File: src/rtl/sdram_arb_if.sv
// Bus bundle between sdram_arb, its two clients (A = CPU, B = DMA) and the SDRAM controller.
// The slave modport is the arbiter's view; master is the view of whatever drives the clients and models the controller.
interface sdram_arb_if #(
  parameter int ADDR_W = 25
);
  logic              a_req;
  logic              a_we;
  logic [ADDR_W-1:0] a_addr;
  logic [15:0]       a_din;
  logic [1:0]        a_wtbt;
  logic              a_ack;
  logic [15:0]       a_dout;

  logic              b_req;
  logic              b_we;
  logic [ADDR_W-1:0] b_addr;
  logic [15:0]       b_din;
  logic [1:0]        b_wtbt;
  logic              b_ack;
  logic [15:0]       b_dout;

  logic              mem_rd;
  logic              mem_we;
  logic [ADDR_W-1:0] mem_addr;
  logic [15:0]       mem_din;
  logic [1:0]        mem_wtbt;
  logic [15:0]       mem_dout;
  logic              mem_ready;

  modport slave (
    input  a_req, a_we, a_addr, a_din, a_wtbt,
    output a_ack, a_dout,
    input  b_req, b_we, b_addr, b_din, b_wtbt,
    output b_ack, b_dout,
    output mem_rd, mem_we, mem_addr, mem_din, mem_wtbt,
    input  mem_dout, mem_ready
  );

  modport master (
    output a_req, a_we, a_addr, a_din, a_wtbt,
    input  a_ack, a_dout,
    output b_req, b_we, b_addr, b_din, b_wtbt,
    input  b_ack, b_dout,
    input  mem_rd, mem_we, mem_addr, mem_din, mem_wtbt,
    output mem_dout, mem_ready
  );
endinterface

File: src/rtl/sdram_arb.sv
// Two-client front-end for the SDRAM controller: level req/ack clients in, edge-triggered rd/we strobes out.
// Define SDRAM_ARB_ROUND_ROBIN_EN to alternate grants under contention; default build is fixed A-over-B priority.
//
// Handshake: a client holds req (with we/addr/din/wtbt) until its one-cycle ack; dout is valid with ack.
// A strobe rising edge starts a controller access; ready is ignored for GUARD+1 cycles after the edge.
module sdram_arb #(
  parameter int ADDR_W = 25,
  parameter int GUARD  = 2
) (
  input  logic       clk,
  input  logic       reset_n,
  sdram_arb_if.slave bus,
  output logic [1:0] dbg_state
);

  typedef enum logic [1:0] {
    IDLE  = 2'd0,
    ISSUE = 2'd1,
    WAIT  = 2'd2,
    DONE  = 2'd3
  } state_t;

  localparam logic [2:0] GUARD_INIT = 3'(GUARD);

  state_t            state;
  logic [2:0]        guard_cnt;
  logic              owner;      // 0 = A, 1 = B
  logic              own_we;

  logic              grant_b;
  logic              grant_we;
  logic [ADDR_W-1:0] grant_addr;
  logic [15:0]       grant_din;
  logic [1:0]        grant_wtbt;

`ifdef SDRAM_ARB_ROUND_ROBIN_EN
  logic              last_grant; // 0 = A, 1 = B
`endif

  assign dbg_state = state;

  always_comb begin
`ifdef SDRAM_ARB_ROUND_ROBIN_EN
    // Under contention the client that lost last time wins.
    grant_b = bus.b_req && (!bus.a_req || !last_grant);
`else
    grant_b = bus.b_req && !bus.a_req;
`endif
    grant_we   = grant_b ? bus.b_we   : bus.a_we;
    grant_addr = grant_b ? bus.b_addr : bus.a_addr;
    grant_din  = grant_b ? bus.b_din  : bus.a_din;
    grant_wtbt = grant_b ? bus.b_wtbt : bus.a_wtbt;
  end

  always_ff @(posedge clk or negedge reset_n) begin
    if (!reset_n) begin
      state        <= IDLE;
      guard_cnt    <= '0;
      owner        <= 1'b0;
      own_we       <= 1'b0;
      bus.a_ack    <= 1'b0;
      bus.b_ack    <= 1'b0;
      bus.a_dout   <= '0;
      bus.b_dout   <= '0;
      bus.mem_rd   <= 1'b0;
      bus.mem_we   <= 1'b0;
      bus.mem_addr <= '0;
      bus.mem_din  <= '0;
      bus.mem_wtbt <= '0;
`ifdef SDRAM_ARB_ROUND_ROBIN_EN
      last_grant   <= 1'b1;
`endif
    end else begin
      bus.a_ack <= 1'b0;
      bus.b_ack <= 1'b0;
      case (state)
        IDLE: begin
          // mem_ready low means the controller is busy or still initialising.
          if (bus.mem_ready && (bus.a_req || bus.b_req)) begin
            owner        <= grant_b;
            own_we       <= grant_we;
            bus.mem_addr <= grant_addr;
            bus.mem_din  <= grant_din;
            bus.mem_wtbt <= grant_wtbt;
            bus.mem_rd   <= !grant_we;
            bus.mem_we   <= grant_we;
            guard_cnt    <= GUARD_INIT;
            state        <= ISSUE;
`ifdef SDRAM_ARB_ROUND_ROBIN_EN
            last_grant   <= grant_b;
`endif
          end
        end
        ISSUE: begin
          // Controller's ready drop lags the strobe, so ready is stale here.
          if (guard_cnt == 3'd0) state <= WAIT;
          else                   guard_cnt <= guard_cnt - 3'd1;
        end
        WAIT: begin
          if (bus.mem_ready) begin
            if (!own_we) begin
              if (owner) bus.b_dout <= bus.mem_dout;
              else       bus.a_dout <= bus.mem_dout;
            end
            if (owner) bus.b_ack <= 1'b1;
            else       bus.a_ack <= 1'b1;
            bus.mem_rd <= 1'b0;
            bus.mem_we <= 1'b0;
            state      <= DONE;
          end
        end
        DONE: begin
          // Strobe is low for this cycle so the next access presents a fresh edge.
          state <= IDLE;
        end
        default: state <= IDLE;
      endcase
    end
  end

endmodule

File: src/flat_wrapper.sv
// flat-port wrapper written by rule: the top's interface ports become plain ports
module sdram_arb_flat 
#(
  parameter int ADDR_W = 25,
  parameter int GUARD  = 2
)
  (clk, reset_n, dbg_state, bus_a_req, bus_a_we, bus_a_addr, bus_a_din, bus_a_wtbt, bus_a_ack, bus_a_dout, bus_b_req, bus_b_we, bus_b_addr, bus_b_din, bus_b_wtbt, bus_b_ack, bus_b_dout, bus_mem_rd, bus_mem_we, bus_mem_addr, bus_mem_din, bus_mem_wtbt, bus_mem_dout, bus_mem_ready);
  sdram_arb_if #(.ADDR_W(ADDR_W)) bus_i ();
  input  logic clk;
  input  logic reset_n;
  output logic [1:0] dbg_state;
  input wire logic [$bits(bus_i.a_req)-1:0] bus_a_req;
  input wire logic [$bits(bus_i.a_we)-1:0] bus_a_we;
  input wire logic [$bits(bus_i.a_addr)-1:0] bus_a_addr;
  input wire logic [$bits(bus_i.a_din)-1:0] bus_a_din;
  input wire logic [$bits(bus_i.a_wtbt)-1:0] bus_a_wtbt;
  output wire logic [$bits(bus_i.a_ack)-1:0] bus_a_ack;
  output wire logic [$bits(bus_i.a_dout)-1:0] bus_a_dout;
  input wire logic [$bits(bus_i.b_req)-1:0] bus_b_req;
  input wire logic [$bits(bus_i.b_we)-1:0] bus_b_we;
  input wire logic [$bits(bus_i.b_addr)-1:0] bus_b_addr;
  input wire logic [$bits(bus_i.b_din)-1:0] bus_b_din;
  input wire logic [$bits(bus_i.b_wtbt)-1:0] bus_b_wtbt;
  output wire logic [$bits(bus_i.b_ack)-1:0] bus_b_ack;
  output wire logic [$bits(bus_i.b_dout)-1:0] bus_b_dout;
  output wire logic [$bits(bus_i.mem_rd)-1:0] bus_mem_rd;
  output wire logic [$bits(bus_i.mem_we)-1:0] bus_mem_we;
  output wire logic [$bits(bus_i.mem_addr)-1:0] bus_mem_addr;
  output wire logic [$bits(bus_i.mem_din)-1:0] bus_mem_din;
  output wire logic [$bits(bus_i.mem_wtbt)-1:0] bus_mem_wtbt;
  input wire logic [$bits(bus_i.mem_dout)-1:0] bus_mem_dout;
  input wire logic [$bits(bus_i.mem_ready)-1:0] bus_mem_ready;
  assign bus_i.a_req = bus_a_req;
  assign bus_i.a_we = bus_a_we;
  assign bus_i.a_addr = bus_a_addr;
  assign bus_i.a_din = bus_a_din;
  assign bus_i.a_wtbt = bus_a_wtbt;
  assign bus_a_ack = bus_i.a_ack;
  assign bus_a_dout = bus_i.a_dout;
  assign bus_i.b_req = bus_b_req;
  assign bus_i.b_we = bus_b_we;
  assign bus_i.b_addr = bus_b_addr;
  assign bus_i.b_din = bus_b_din;
  assign bus_i.b_wtbt = bus_b_wtbt;
  assign bus_b_ack = bus_i.b_ack;
  assign bus_b_dout = bus_i.b_dout;
  assign bus_mem_rd = bus_i.mem_rd;
  assign bus_mem_we = bus_i.mem_we;
  assign bus_mem_addr = bus_i.mem_addr;
  assign bus_mem_din = bus_i.mem_din;
  assign bus_mem_wtbt = bus_i.mem_wtbt;
  assign bus_i.mem_dout = bus_mem_dout;
  assign bus_i.mem_ready = bus_mem_ready;
  sdram_arb #(.ADDR_W(ADDR_W), .GUARD(GUARD)) u_core (.clk(clk), .reset_n(reset_n), .bus(bus_i), .dbg_state(dbg_state));
endmodule
File: config.mk
export PLATFORM = sky130hd
export DESIGN_NAME = sdram_arb_flat
export DESIGN_NICKNAME = d
export VERILOG_FILES = /design/src/rtl/sdram_arb_if.sv /design/src/rtl/sdram_arb.sv /design/src/flat_wrapper.sv
export SDC_FILE = /design/constraint.sdc
export NUM_CORES = 1
export LEC_CHECK = 0
export CAP_MARGIN = 20
export CORE_AREA = 2 2 99 121
export DETAILED_ROUTE_END_ITERATION = 7
export DIE_AREA = 0 0 101 123
export PLACE_DENSITY_LB_ADDON = 0.2
export SYNTH_ARGS = -nofsm -noshare
export SYNTH_HDL_FRONTEND = slang
export SYNTH_SLANG_ARGS = --single-unit
File: constraint.sdc
create_clock -name clk -period 2 [get_ports clk]
set_input_delay 0.5 -clock clk [delete_from_list [all_inputs] [get_ports clk]]
set_output_delay 0.5 -clock clk [all_outputs]
set_load 0.02 [all_outputs]
# Yosys cells after proc, flatten, opt, wreduce, memory -nomap -nowiden
# Cells that the tools add are included.
word_totals:
  output_inout_bits: 81
  ff_bits: 86
  wordCells: 60
  input_bits: 109
classes:
  add_sub_neg: 1
  n_reduce_logical: 15
  n_eq_ne: 7
  muxes: 22
  n_bitwise: 2
op_table:
  columns: ["op", "n"]
  rows:
  - ["$mux W25", 1]
  - ["$mux W16", 1]
  - ["$mux W1", 10]
  - ["$reduce_and A3 Y1", 3]
  - ["$mux W2", 4]
  - ["$pmux W2 S4", 1]
  - ["$reduce_and A4 Y1", 2]
  - ["$mux W3", 2]
  - ["$pmux W3 S2", 1]
  - ["$eq A2 B2 Y1 const B", 2]
  - ["$ne A2 B1 Y1 const B", 2]
  - ["$ne A2 B2 Y1 const B", 2]
  - ["$pmux W1 S2", 2]
  - ["$reduce_bool A2 Y1", 2]
  - ["$logic_not A3 Y1", 1]
  - ["$sub A3 B1 Y3 const B", 1]
  - ["$eq A2 B1 Y1 const B", 1]
  - ["$logic_and A1 B1 Y1", 2]
  - ["$logic_not A1 Y1", 2]
  - ["$logic_not A2 Y1", 1]
  - ["$not A1 Y1", 2]
  - ["$reduce_and A2 Y1", 1]
  - ["$logic_or A1 B1 Y1", 1]

# Logic depth before layout (Yosys ltp)
# Gate-level depths: netlist (run 1).
logic_depth:
  word_depth: 6
  ltp_mapped: 7
  mapped_depth_nobuf: 5

# Least setup slack after synthesis (run 1)
# No wires, ideal clock.
synth_timing:
  path_kind: "flip-flop to flip-flop"
  startpoint: "register u_core.state[0], in the netlist u_core.dbg_state[0]"
  endpoint: "register u_core.bus.a_dout[10]"
  synth_period_minus_slack_ps: 1862
  path_stages_with_launch: 7
  path_slack_ps: 138
  setup_ps: 125
  path_buffers: 1
  required_time_ps: 1875
  t_arrival_ps: 1737
  path_cell_list: "dfrtp_1 -> inv_1 -> ha_1 -> nand2_1 -> nor3_4 -> buf_6 -> mux2_2"
synth_via:
  elab_chain_len: 2
synth_rtl:
  columns: ["item", "line", "text"]
  rows:
  - ["from (decl)", "sdram_arb.sv:25", "state_t state;"]
  - ["from (signal assigned)", "sdram_arb.sv:57", "state <= IDLE;"]
  - ["from (signal assigned)", "sdram_arb.sv:88", "state <= ISSUE;"]
  - ["from (signal assigned)", "sdram_arb.sv:96", "if (guard_cnt == 3'd0) state <= WAIT;"]
  - ["$eq A2 B2 Y1", "sdram_arb.sv:76", "case (state)"]
  - ["$reduce_and A4 Y1 (no line)", null, null]
  - ["to (signal assigned)", "sdram_arb.sv:103", "else bus.a_dout <= bus.mem_dout;"]
  - ["to (decl)", "sdram_arb_if.sv:32", "output a_ack, a_dout,"]
# No other way between the ends.
# A chain may end at the register's enable or synchronous reset.

# Worst setup path after layout (run 1)
layout_timing:
  startpoint: "register u_core.state[0], in the netlist u_core.dbg_state[0]"
  endpoint: "output dbg_state[0]"
layout_lines:
  columns: ["item", "line", "text"]
  rows:
  - ["to (decl)", "flat_wrapper.sv:11", "output logic [1:0] dbg_state;"]
# No word-level cell between the ends.

==> results of run 1 <==
worst register-to-register path, delay by kind of cell (launching register included):
| kind | cells | cell delay (ns) |
|---|---|---|
| flip-flops | 1 | 0.43 |
| multiplexers | 1 | 0.35 |
| adder cells (fa/ha/maj) | 1 | 0.30 |
| buffers and inverters | 2 | 0.33 |
| AND/OR/NAND/NOR | 2 | 0.30 |
per-stage QoR:
step                 util  hold WS [ns]  power, uW  setup TNS [ns]  instance area [um^2]
finish              0.560        0.0719       8990               0                  6330
global route        0.560        0.0881       9570               0                  6330
CTS                 0.560        0.0760       9130               0                  6330
detailed placement  0.533         0.448       7350          -0.675                  6020
global placement    0.533         0.450       7240         -0.0821                  6020
floorplan               -         0.204       5140               0                  3870
synth_stat cells, drive strengths merged, types with 2 or more instances:
master   count
ha           7
mux2        34
clkbuf       3
o21ai       46
mux2i       45
dfrtp       86
inv          6
nand2b       3
buf         15
nor2         4
a2bb2oi      2
and3         2
o31ai        2
nand2       48
worst max-delay path by stage:
| stage | startpoint | endpoint |
|---|---|---|
| after floorplan | u_core.dbg_state[0]$_DFFE_PN0P_ | u_core.bus.a_dout[10]$_DFFE_PN0P_ |
| after global placement | bus_mem_ready | u_core.dbg_state[1]$_DFFE_PN0P_ |
| after detailed placement | bus_mem_ready | u_core.dbg_state[1]$_DFFE_PN0P_ |
| after CTS | u_core.dbg_state[0]$_DFFE_PN0P_ | dbg_state[0] |
| after global routing | u_core.dbg_state[0]$_DFFE_PN0P_ | dbg_state[0] |
| final | u_core.dbg_state[0]$_DFFE_PN0P_ | dbg_state[0] |
cell usage in the layout (no fill, tap or decap), types with 2 or more instances in the layout:
cell type | netlist | layout
clkdlybuf4s50_1 | 0 | 188
dfrtp_1 | 86 | 86
nand2_1 | 48 | 48
o21ai_0 | 46 | 46
mux2i_1 | 45 | 45
mux2_2 | 24 | 24
buf_4 | 5 | 13
mux2_4 | 10 | 10
clkbuf_16 | 0 | 9
ha_1 | 7 | 7
inv_1 | 6 | 6
buf_12 | 1 | 6
nor2_1 | 4 | 4
inv_6 | 0 | 3
nand2b_1 | 2 | 2
a2bb2oi_1 | 2 | 2
o31ai_1 | 2 | 2
inv_8 | 0 | 2
cell type report:
type                       instances  area [um^2]  area share
sequential                        86         2150       0.340
tap                              135          169      0.0267
clock buffer                       9          225      0.0356
timing repair buffer             207         2100       0.332
multi-input combinational        206         1580       0.249
clock inverter                     7         87.6      0.0138
inverter                           6         22.5     0.00356
power by group through the flow:
stage / Sequential, uW / Clock, uW / Combinational (uW)
6_report: 2950 / 1740 / 4300
2_1_floorplan: 3880 / 0 / 1260
3_5_place_dp: 2990 / 0 / 4350
3_3_place_gp: 2950 / 0 / 4290
5_1_grt: 3060 / 1870 / 4630
4_1_cts: 2960 / 1800 / 4370
logic make-up (layout without fill, tap and decap cells):
logic type / after synthesis / in the layout / synth area share
flops: 86 / 86 / 0.556
mux: 79 / 79 / 0.225
simple gates: 62 / 62 / 0.0721
compound gates: 58 / 58 / 0.0857
buf+inv: 24 / 229 / 0.0385
fa+ha+maj: 7 / 7 / 0.0226
state kept, by name, indices dropped and copies added (netlist names):
name,cells
u_core.dbg_state,2
u_core.bus.a_ack,1
u_core.bus.a_dout,16
u_core.bus.mem_wtbt,2
u_core.bus.b_ack,1
u_core.guard_cnt,3
u_core.bus.mem_din,16
u_core.bus.mem_rd,1
u_core.owner,1
u_core.bus.mem_addr,25
u_core.bus.b_dout,16
u_core.bus.mem_we,1
u_core.own_we,1
per-layer routing:
layer	up-vias	global-route usage	wire length (um)
met5	-	0	0
met4	0	0.0794	201
met3	13	0.0373	629
met2	100	0.278	5100
met1	1415	0.185	3930
li1	1502	-	-
==> flow_summary.json, run 1 <==
{
  "post-place-cells": 640,
  "tritoncts_num_sinks": 86,
  "gp_congestion": 0.817,
  "detailroute.via_count": 3030,
  "crit_fanout": 5,
  "post-cts-setup-buffer-count": 0,
  "worst_ep_arrival_time_ns": 1.40,
  "internal-power_uw": 5780,
  "count_of_routing_violations_after_the_opening_detailed_route_iteration": 91,
  "coreArea_um2": 11300,
  "n_antenna_cell": 0,
  "postSynth.topFlopCell": "dfrtp_1",
  "synth_edf_count": 0,
  "grt_max_degree": 48,
  "asyncSetResetFlopFracSynth": 1.00,
  "seq_power_share": 0.328,
  "period_share": 0.949,
  "synth_fp_nets": 432,
  "finish.cell_count_without_fillers": 656,
  "power_switching_share": 0.357,
  "static-leakage-power_uw": 0.00279,
  "die_boundary_height_um": 123,
  "ys_seq_area_frac": 0.556,
  "timing.rr.start": "u_core.dbg_state[0]$_DFFE_PN0P_",
  "place_ws_ns": -0.113,
  "clockBufferDepth": 2,
  "cts_max_level": 3,
  "synth_cells": 316,
  "hold_path.class": "in2async",
  "required_arrival_time_at_the_worst_endpoint_ns": 1.50,
  "routedWlPerCell_um": 15.0,
  "cts_resized": 0,
  "grt_pass1_vias": 2972,
  "dieArea_um2": 12400,
  "worst_path_max_delay_cell": "clkdlybuf4s50_1",
  "timing_max_transition_violations_final": 0,
  "groute.usage.overall": 0.160,
  "slowest_delay_ns": 0.64,
  "tritoncts": "done",
  "fin_nets": 632,
  "critical_path_class": "reg2out",
  "dp.final_hpwl_mm": 7.82,
  "gr-total-overflow": 0,
  "detail_route.drc_violations": 0,
  "num-fill-cells": 985,
  "ys_warn_count": 0,
  "critPathLaunchType": "flop",
  "syn_to_final_growth_pct": 63.6,
  "layout-drive-gt1-share": 0.140,
  "clockPowerShare": 0.193,
  "setup_viol": 0,
  "crit_buf_inv": 1,
  "post-synth-top-area-fraction": 0.556,
  "finalHoldViolations": 0,
  "clock_latency_ns": 0.34,
  "detail_route.wirelength_mm": 9.87,
  "timing.clock.skew_ns": 0.00697,
  "pin_count": 190,
  "status": "complete, no violations",
  "syn_area_um2": 3870,
  "p_per_area_nw_per_um2": 1420,
  "cts-hold-fix-buffers": 0,
  "die_w_um": 101,
  "detail_route.first_pass.iterations": 4,
  "synth.avg_cell_area_um2": 12.2,
  "worstMarginPinSlew_ns": 0.380,
  "cap_violations": 0,
  "port_buffers": 189,
  "synth_top_area_cell": "dfrtp_1",
  "rows": 43,
  "reg2reg_slack_ns": 0.17,
  "net-switching-power_uw": 3210,
  "grt_first_pass_wirelength_mm": 15.1,
  "setup.worst_path.end_class": "output pin",
  "grt_antenna_before_repair": 0,
  "synthTopCellsByArea": "dfrtp_1 56%, mux2i_1 12%, mux2_2 7.0%, o21ai_0 5.9%, nand2_1 4.7%",
  "rsz0062_at_grt": "false",
  "initial_core_utilization": 0.343,
  "combPwrFrac": 0.478,
  "ant_nets": 0,
  "critPathTopFamily": "buffers and inverters",
  "number_of_buffers_created_by_cts": 9,
  "cp_depth": 1,
  "minimum_period_implied_by_the_final_worst_setup_slack_ns": 1.90,
  "register_bit_total_from_synthesis": 86,
  "yosysUniqueCellTypes": 33,
  "max_transition_margin": 0.747,
  "irDropWorstVdd_v": 0.000686,
  "clock_tree.root_cell": "clkbuf_16",
  "vias_per_cell": 4.62,
  "crit_path_cell_trace": "clkdlybuf4s50_1",
  "critical_path.reg2reg.endpoint": "u_core.bus.a_dout[11]$_DFFE_PN0P_",
  "clk_pin_slew_ns": 0.07,
  "final.setup.worst_slack_ns": 0.103,
  "clock.fmax_mhz": 527,
  "r2r_cells": 6
}
Note: power is estimated with default switching activity, not from simulation.
==> inputs of run 2 (changes only) <==
CORE_AREA = 2 2 92 112   (was 2 2 99 121)
CTS_CLUSTER_DIAMETER = 200   (was unset)
DIE_AREA = 0 0 94 114   (was 0 0 101 123)
MAX_ROUTING_LAYER = met4   (was unset)
==> flow_summary.json, run 2 (synthesis gave the netlist of run 1 again) <==
{
  "period_share": 0.933,
  "largest_reg_flops": 25,
  "die_boundary_height_um": 114,
  "clock_latency_ns": 0.34,
  "critPathLaunchType": "flop",
  "cap_violations": 0,
  "grt_pass1_vias": 3233,
  "detail_route.wirelength_mm": 10.2,
  "p_per_area_nw_per_um2": 1410,
  "detail_route.drc_violations": 0,
  "gr-total-overflow": 0,
  "ant_nets": 0,
  "rsz0062_at_grt": "false",
  "rows": 40,
  "layout.cells.most_common": "clkdlybuf4s50_1",
  "crit_buf_inv": 1,
  "cts_max_level": 3,
  "dieArea_um2": 10700,
  "post-place-cells": 631,
  "pin_count": 190,
  "detailroute.via_count": 3099,
  "clk_pin_slew_ns": 0.06,
  "finish.cell_count_without_fillers": 647,
  "n_antenna_cell": 0,
  "critical_path_class": "reg2out",
  "port_buffers": 189,
  "slowest_delay_ns": 0.62,
  "grt_antenna_before_repair": 0,
  "final_cell_mix": "188 x clkdlybuf4s50_1, 86 x dfrtp_1, 48 x nand2_1, 46 x o21ai_0, 45 x mux2i_1",
  "timing.clock.skew_ns": 0.00635,
  "hold_path.class": "in2async",
  "tritoncts_num_sinks": 86,
  "crit_fanout": 5,
  "routedWlPerCell_um": 15.7,
  "detail_route.first_pass.iterations": 6,
  "die_w_um": 94,
  "placedInstanceArea_um2": 6050,
  "groute.usage.overall": 0.198,
  "setup_viol": 0,
  "cts-hold-fix-buffers": 0,
  "number_of_buffers_created_by_cts": 9,
  "fin_nets": 632,
  "design_area_um2": 6350,
  "static-leakage-power_uw": 0.00279,
  "tritoncts": "done",
  "worst_ep_arrival_time_ns": 1.37,
  "clockBufferDepth": 2,
  "coreArea_um2": 9760,
  "cts_resized": 0,
  "finalHoldViolations": 0,
  "grt_first_pass_wirelength_mm": 15.8,
  "timing_max_transition_violations_final": 0,
  "initial_core_utilization": 0.397,
  "irDropWorstVdd_v": 0.000722,
  "clock.fmax_mhz": 536,
  "layout-drive-gt1-share": 0.136,
  "vias_per_cell": 4.79,
  "worst_path_max_delay_cell": "clkdlybuf4s50_1",
  "required_arrival_time_at_the_worst_endpoint_ns": 1.50,
  "minimum_period_implied_by_the_final_worst_setup_slack_ns": 1.87,
  "count_of_routing_violations_after_the_opening_detailed_route_iteration": 57,
  "grt_max_degree": 39,
  "final.hold.worst_slack_ns": 0.0788,
  "crit_path_cell_trace": "clkdlybuf4s50_1",
  "largest-register": "u_core.bus.mem_addr",
  "status": "complete, no violations",
  "post-cts-setup-buffer-count": 0,
  "num-fill-cells": 801,
  "max_transition_margin": 0.713,
  "critPathTopFamily": "buffers and inverters",
  "dp.final_hpwl_mm": 7.74,
  "clock_tree.root_cell": "clkbuf_16",
  "syn_to_final_growth_pct": 64.0,
  "gp_congestion": 0.733,
  "setup.worst_path.end_class": "output pin",
  "worstMarginPinSlew_ns": 0.431
}
## run 2: routing by layer
| metal | vias to the layer above | track usage | share of wire |
|---|---|---|---|
| li1 | 1501 | - | - |
| met1 | 1472 | 0.225 | 0.39 |
| met2 | 110 | 0.342 | 0.53 |
| met3 | 16 | 0.0436 | 0.054 |
| met4 | 0 | 0.0734 | 0.018 |
| met5 | - | - | 0 |
## run 2: path summary, 6_finish.rpt
| path | start | to | slack, ns | cells after the start |
|---|---|---|---|---|
| min in group clk | u_core.bus.mem_wtbt[0]$_DFFE_PN0P_ | u_core.bus.mem_wtbt[0]$_DFFE_PN0P_ | 0.48 | 2 |
| hold reg to reg | u_core.bus.mem_wtbt[0]$_DFFE_PN0P_ | u_core.bus.mem_wtbt[0]$_DFFE_PN0P_ | 0.48 | 2 |
| hold / removal | reset_n | u_core.bus.b_dout[1]$_DFFE_PN0P_ | 0.08 | 1 |
| max in group asynchronous | reset_n | u_core.bus.a_dout[7]$_DFFE_PN0P_ | 1.27 | 2 |
| setup reg to reg | u_core.dbg_state[0]$_DFFE_PN0P_ | u_core.bus.a_dout[14]$_DFFE_PN0P_ | 0.19 | 6 |
| setup / recovery | u_core.dbg_state[0]$_DFFE_PN0P_ | dbg_state[0] | 0.13 | 1 |
## run 2: final cells by class
type | instances | area, um^2 | share of cell area
Tap cell | 126 | 158 | 0.0248
Clock buffer | 13 | 260 | 0.0410
Multi-Input combinational cell | 206 | 1580 | 0.248
Timing Repair Buffer | 207 | 2140 | 0.337
Inverter | 6 | 22.5 | 0.00355
Clock inverter | 3 | 42.5 | 0.00670
Sequential cell | 86 | 2150 | 0.339
## run 2: through the flow
stage	util	setup slack (ns)	TNS, ns	total power (uW)
final	0.651	0.135	0	8970
after floorplan	-	0.138	0	5140
after detailed placement	0.619	-0.172	-0.232	7360
after CTS	0.651	0.117	0	9080
after global placement	0.619	-0.0815	-0.0967	7220
after global routing	0.651	0.0591	0	9510
## run 2: power breakdown
part	internal [uW]	switching (uW)
logic	2250	2090
clock network	1030	654
registers	2530	423
==> inputs of run 3 (changes only) <==
SKIP_LAST_GASP = 1   (was unset)
==> results of run 3 <==
No change in the layout: final DEF, timing and power equal those of run 2.
